--- src/rtl/stopwatch_pkg.sv ---
// Shared state encodings and default counter limits for the stopwatch sequencer.
package stopwatch_pkg;

    localparam int SW_CNT_W   = 6;
    localparam int SW_MAX_SEC = 59;
    localparam int SW_MAX_MIN = 59;

    typedef enum logic [1:0] {
        ST_STOP = 2'd0,
        ST_RUN  = 2'd1,
        ST_ADJ  = 2'd2
    } state_e;

endpackage

--- src/rtl/stopwatch_ctrl_rise_det.sv ---
// Two-flop sampler producing a one-cycle rise flag from a level input.
// Both flops preload the input during reset so releasing reset never fakes an edge.
module rise_det (
    input  logic clk,
    input  logic rst,
    input  logic x,
    output logic rise
);

    logic s_q, s_d;
    logic dly_q, dly_d;

    always_comb begin
        s_d   = x;
        dly_d = s_q;
    end

    always_ff @(posedge clk) begin
        if (rst) begin
            s_q   <= x;
            dly_q <= x;
        end else begin
            s_q   <= s_d;
            dly_q <= dly_d;
        end
    end

    assign rise = s_q & ~dly_q;

endmodule

--- src/rtl/stopwatch_ctrl.sv ---
// Stopwatch sequencer: STOP/RUN/ADJ state machine, MM:SS counters and blink blanking flags.
// The divider levels are treated as data and edge-detected on clk_in.
module stopwatch_ctrl
    import stopwatch_pkg::*;
#(
    parameter int CNT_W   = SW_CNT_W,
    parameter int MAX_SEC = SW_MAX_SEC,
    parameter int MAX_MIN = SW_MAX_MIN
) (
    input  logic             clk_in,
    input  logic             rst,
    input  logic             clk_1Hz,
    input  logic             clk_2Hz,
    input  logic             clk_blink,
    input  logic             pause_btn,
    input  logic             adj,
    input  logic             sel,
    output logic [CNT_W-1:0] minutes,
    output logic [CNT_W-1:0] seconds,
    output logic             running,
    output logic             blank_min,
    output logic             blank_sec,
    output logic             rollover
);

    localparam logic [CNT_W-1:0] SEC_LAST = CNT_W'(MAX_SEC);
    localparam logic [CNT_W-1:0] MIN_LAST = CNT_W'(MAX_MIN);
    localparam logic [CNT_W-1:0] ONE      = CNT_W'(1);
    localparam logic [CNT_W-1:0] ZERO     = '0;

    logic rise_1hz, rise_2hz, rise_pause;

    rise_det u_rise_1hz   (.clk(clk_in), .rst(rst), .x(clk_1Hz),   .rise(rise_1hz));
    rise_det u_rise_2hz   (.clk(clk_in), .rst(rst), .x(clk_2Hz),   .rise(rise_2hz));
    rise_det u_rise_pause (.clk(clk_in), .rst(rst), .x(pause_btn), .rise(rise_pause));

    state_e           state_q, state_d;
    logic [CNT_W-1:0] sec_q, sec_d;
    logic [CNT_W-1:0] min_q, min_d;
    logic             roll_q, roll_d;
    logic             run_q, run_d;
    logic             bmin_q, bmin_d;
    logic             bsec_q, bsec_d;
    logic             b_q;

    always_comb begin
        state_d = state_q;
        sec_d   = sec_q;
        min_d   = min_q;
        roll_d  = 1'b0;

        // Counter updates key off the current state, so entering ADJ never adjusts on the same edge.
        case (state_q)
            ST_RUN: begin
                if (rise_1hz) begin
                    if (sec_q < SEC_LAST) begin
                        sec_d = sec_q + ONE;
                    end else begin
                        sec_d = ZERO;
                        if (min_q < MIN_LAST) begin
                            min_d = min_q + ONE;
                        end else begin
                            min_d  = ZERO;
                            roll_d = 1'b1;
                        end
                    end
                end
                if (rise_pause) state_d = ST_STOP;
            end
            ST_STOP: begin
                if (rise_pause) state_d = ST_RUN;
            end
            ST_ADJ: begin
                if (rise_2hz) begin
                    if (sel) min_d = (min_q < MIN_LAST) ? min_q + ONE : ZERO;
                    else     sec_d = (sec_q < SEC_LAST) ? sec_q + ONE : ZERO;
                end
                state_d = ST_STOP;
            end
            default: state_d = ST_STOP;
        endcase

        if (adj) state_d = ST_ADJ;

        run_d  = (state_d == ST_RUN);
        bsec_d = (state_d == ST_ADJ) & ~sel & b_q;
        bmin_d = (state_d == ST_ADJ) &  sel & b_q;
    end

    always_ff @(posedge clk_in) begin
        if (rst) begin
            state_q <= ST_STOP;
            sec_q   <= ZERO;
            min_q   <= ZERO;
            roll_q  <= 1'b0;
            run_q   <= 1'b0;
            bmin_q  <= 1'b0;
            bsec_q  <= 1'b0;
            b_q     <= clk_blink;
        end else begin
            state_q <= state_d;
            sec_q   <= sec_d;
            min_q   <= min_d;
            roll_q  <= roll_d;
            run_q   <= run_d;
            bmin_q  <= bmin_d;
            bsec_q  <= bsec_d;
            b_q     <= clk_blink;
        end
    end

    assign minutes   = min_q;
    assign seconds   = sec_q;
    assign running   = run_q;
    assign blank_min = bmin_q;
    assign blank_sec = bsec_q;
    assign rollover  = roll_q;

endmodule

--- config.mk ---
export PLATFORM = sky130hd
export DESIGN_NAME = stopwatch_ctrl
export DESIGN_NICKNAME = d
export VERILOG_FILES = /design/src/rtl/stopwatch_pkg.sv /design/src/rtl/stopwatch_ctrl_rise_det.sv /design/src/rtl/stopwatch_ctrl.sv
export SDC_FILE = /design/constraint.sdc
export NUM_CORES = 1
export LEC_CHECK = 0
export BUFFER_PORTS_ARGS = -buffer_cell sky130_fd_sc_hd__buf_2
export CAP_MARGIN = 20
export CORE_MARGIN = 2
export CORE_UTILIZATION = 43
export CTS_CLUSTER_DIAMETER = 120
export CTS_CLUSTER_SIZE = 16
export DETAILED_ROUTE_END_ITERATION = 6
export GPL_TIMING_DRIVEN = 0
export PLACE_DENSITY = 0.65
export SYNTH_ARGS = -nofsm -noshare
export SYNTH_HDL_FRONTEND = slang
export SYNTH_SLANG_ARGS = --single-unit
--- constraint.sdc ---
create_clock -name clk_in -period 3 [get_ports clk_in]
set_clock_uncertainty 0.2 [all_clocks]
set_input_delay 0.45 -clock clk_in [delete_from_list [all_inputs] [get_ports clk_in]]
set_output_delay 0.45 -clock clk_in [all_outputs]
set_load 0.03 [all_outputs]
==> results.ini <==
[outcome]
status=finished clean

[grt]
grt_pass1_wl_mm=3.58
grt_antenna_before_repair=0
grt_max_degree=16
grt_pass1_vias=815
grt_usage=0.145
grt_overflow_total=0

[floorplan]
row_count=18
fp.dieW_um=55.4
core_area_um2=2500
initial_utilization=0.454
die_y_um=55.4
pin_count=24
die_area_um2=3070

[synthesis]
synth_adder_area_share=0.0220
synth-edff-count=0
syn_inst=104
postSynthAreaPerCell_um2=10.9
yosysWarningCount=0
yosysSeqAreaShare=0.441
synth_area_leaders=dfxtp_1 (44%), nand4bb_4 (4.8%), nand3_1 (3.5%)
ys_seq_elements=25
synth_cell_types=40
synth_area_leader_cell=dfxtp_1
synth_top_area_share=0.441
async_reset_ff_frac=0
synth_top_family_by_area=simple AND/OR/NAND/NOR gates
synth_mux_area_frac=0.0474
syn_nets=114
synth_compound_area_frac=0.183
synth_xor_area_frac=0.0308
synthSimpleGateAreaFrac=0.260
ys_top_cells_by_count=dfxtp_1 (25), nand3_1 (8), nor2_1 (8)
synth_top_flop_cell=dfxtp_1
syn-cell-area_um2=1140
yosysMostFrequentCell=dfxtp_1

[cells_and_area]
syn2layout_area_growth_pct=16.1
n_antenna_cell=0
final_area_um2=1320
drive_above_1_share=0.323
finalNetCount=141

[worst_hold_path]
hold_path.class=input port to flop

[placement]
numPortBuffers=21
post-dp-hpwl_mm=1.49
place_area_um2=1280
gp_congestion=0.788

[detailed_routing]
wl_mm=2.05
postRouteAntennaNets=0
wl_per_cell_um=12.8
vias=901
drt_iter0_drc=28
via_per_inst=5.63
drc=0
drtPass1Iterations=4

[run]
max_cap_violations=0

[sta]
slew_viol_final=0
fin_setup_tns_ps=0
max_freq_ghz=0.566
min_period_ps=1770
hold_viol_final=0
worst_pin_slew_ps=312
fin_crit_sh=0.589
maxSlewHeadroom=0.792
final-setup-viol-count=0
rsz0062_at_grt=false

[setup_path]
required_ps=3040
cp-end-kind=flop
cp.arrival_ps=1810
worstPathMaxFanout=6
critical_path_class=flop to flop
critPathLaunchType=flop

[clocking]
ctsRootBufferMaster=clkbuf_4
cts_max_path_buffers=2
postCtsSetupRepairBufs=0
clk_latency_ps=330
clk_pin_slew_worst_paths_ps=150
cts_num_sinks=25
h-tree-depth=1
cts_tree=yes
cts_inserted_buffers=3

[power_and_ir_drop]
ir_drop_mv=0.246
power_density_nw_per_um2=424
leakagePower_nw=0.521
p_total_mw=0.560

what timing repair did:
| action | CTS | global route |
|---|---|---|
| resized for setup | 0 | 0 |
| hold buffers | 1 | 0 |
| endpoints found under the hold margin | 1 | 0 |
path summary, 6_finish.rpt:
kind / cells past startpoint / slack (ps) / from / end
worst min register to register: 2 / 240 / b_q$_DFF_P_ / blank_sec$_SDFF_PP0_
worst min-delay path: 1 / 20 / pause_btn / u_rise_pause.dly_d$_DFF_P_
worst max register to register: 5 / 1230 / seconds[0]$_SDFFE_PP0P_ / minutes[4]$_SDFFE_PP0P_
worst max-delay path: 5 / 1230 / seconds[0]$_SDFFE_PP0P_ / minutes[4]$_SDFFE_PP0P_
through the flow:
step,utilization,hold WS (ps),instances,setup slack [ps]
CTS,0.528,7.40,160,1230
detailed placement,0.512,218,155,1280
floorplan,-,205,104,1220
global route,0.528,1.56,160,1130
global placement,0.512,213,155,1290
finish,0.528,22.8,160,1230
kinds of logic after synthesis:
group	Yosys count
compound gates	24
xor+xnor	4
fa+ha+maj	2
buf+inv	4
flops	25
mux	5
simple gates	40
worst max-delay path, cell delays in order, from the launching register on:
cell and delay, ps:
dfxtp_1 380, ha_1 260, o2111a_2 330, a221oi_4 290
o21ai_0 140, o31ai_1 80
routing by layer:
| metal | up-vias | part of all wire | global-route usage | wire (um) |
|---|---|---|---|---|
| li1 | 450 | - | - | - |
| met1 | 427 | 0.48 | 0.185 | 983 |
| met2 | 20 | 0.46 | 0.235 | 951 |
| met3 | 4 | 0.039 | 0.0211 | 81 |
| met4 | 0 | 0.018 | 0.0801 | 37 |
| met5 | - | 0 | 0 | 0 |
cell usage in the layout (no fill, tap or decap), drive strengths merged, types with 2 or more instances in the layout:
cell type / count
nand2b: 2
nand4b: 4
o31ai: 2
mux2i: 2
o2111a: 2
nand3: 8
mux2: 3
buf: 24
o22ai: 2
nor2: 8
a21oi: 2
dfxtp: 25
and3: 2
a31oi: 2
nor2b: 2
and4bb: 2
ha: 2
o21ai: 7
nor4: 2
xnor2: 4
nand2: 4
clkbuf: 4
nand4bb: 2
cell type report:
class                           instances  area (um2)
Multi-Input combinational cell         75         617
Clock buffer                            3        22.5
Buffer                                  4        18.8
Tap cell                               30        37.5
Timing Repair Buffer                   22         115
Clock inverter                          1        7.51
Sequential cell                        25         500
Fill cell                             230        1180
report_power, final:
group          internal [mW]  total [mW]  switching [mW]
Clock                 0.0510       0.157           0.106
Sequential             0.343       0.353         0.00995
Combinational         0.0250      0.0503          0.0254
Total                  0.419       0.560           0.141
Note: power is estimated with default switching activity, not from simulation.
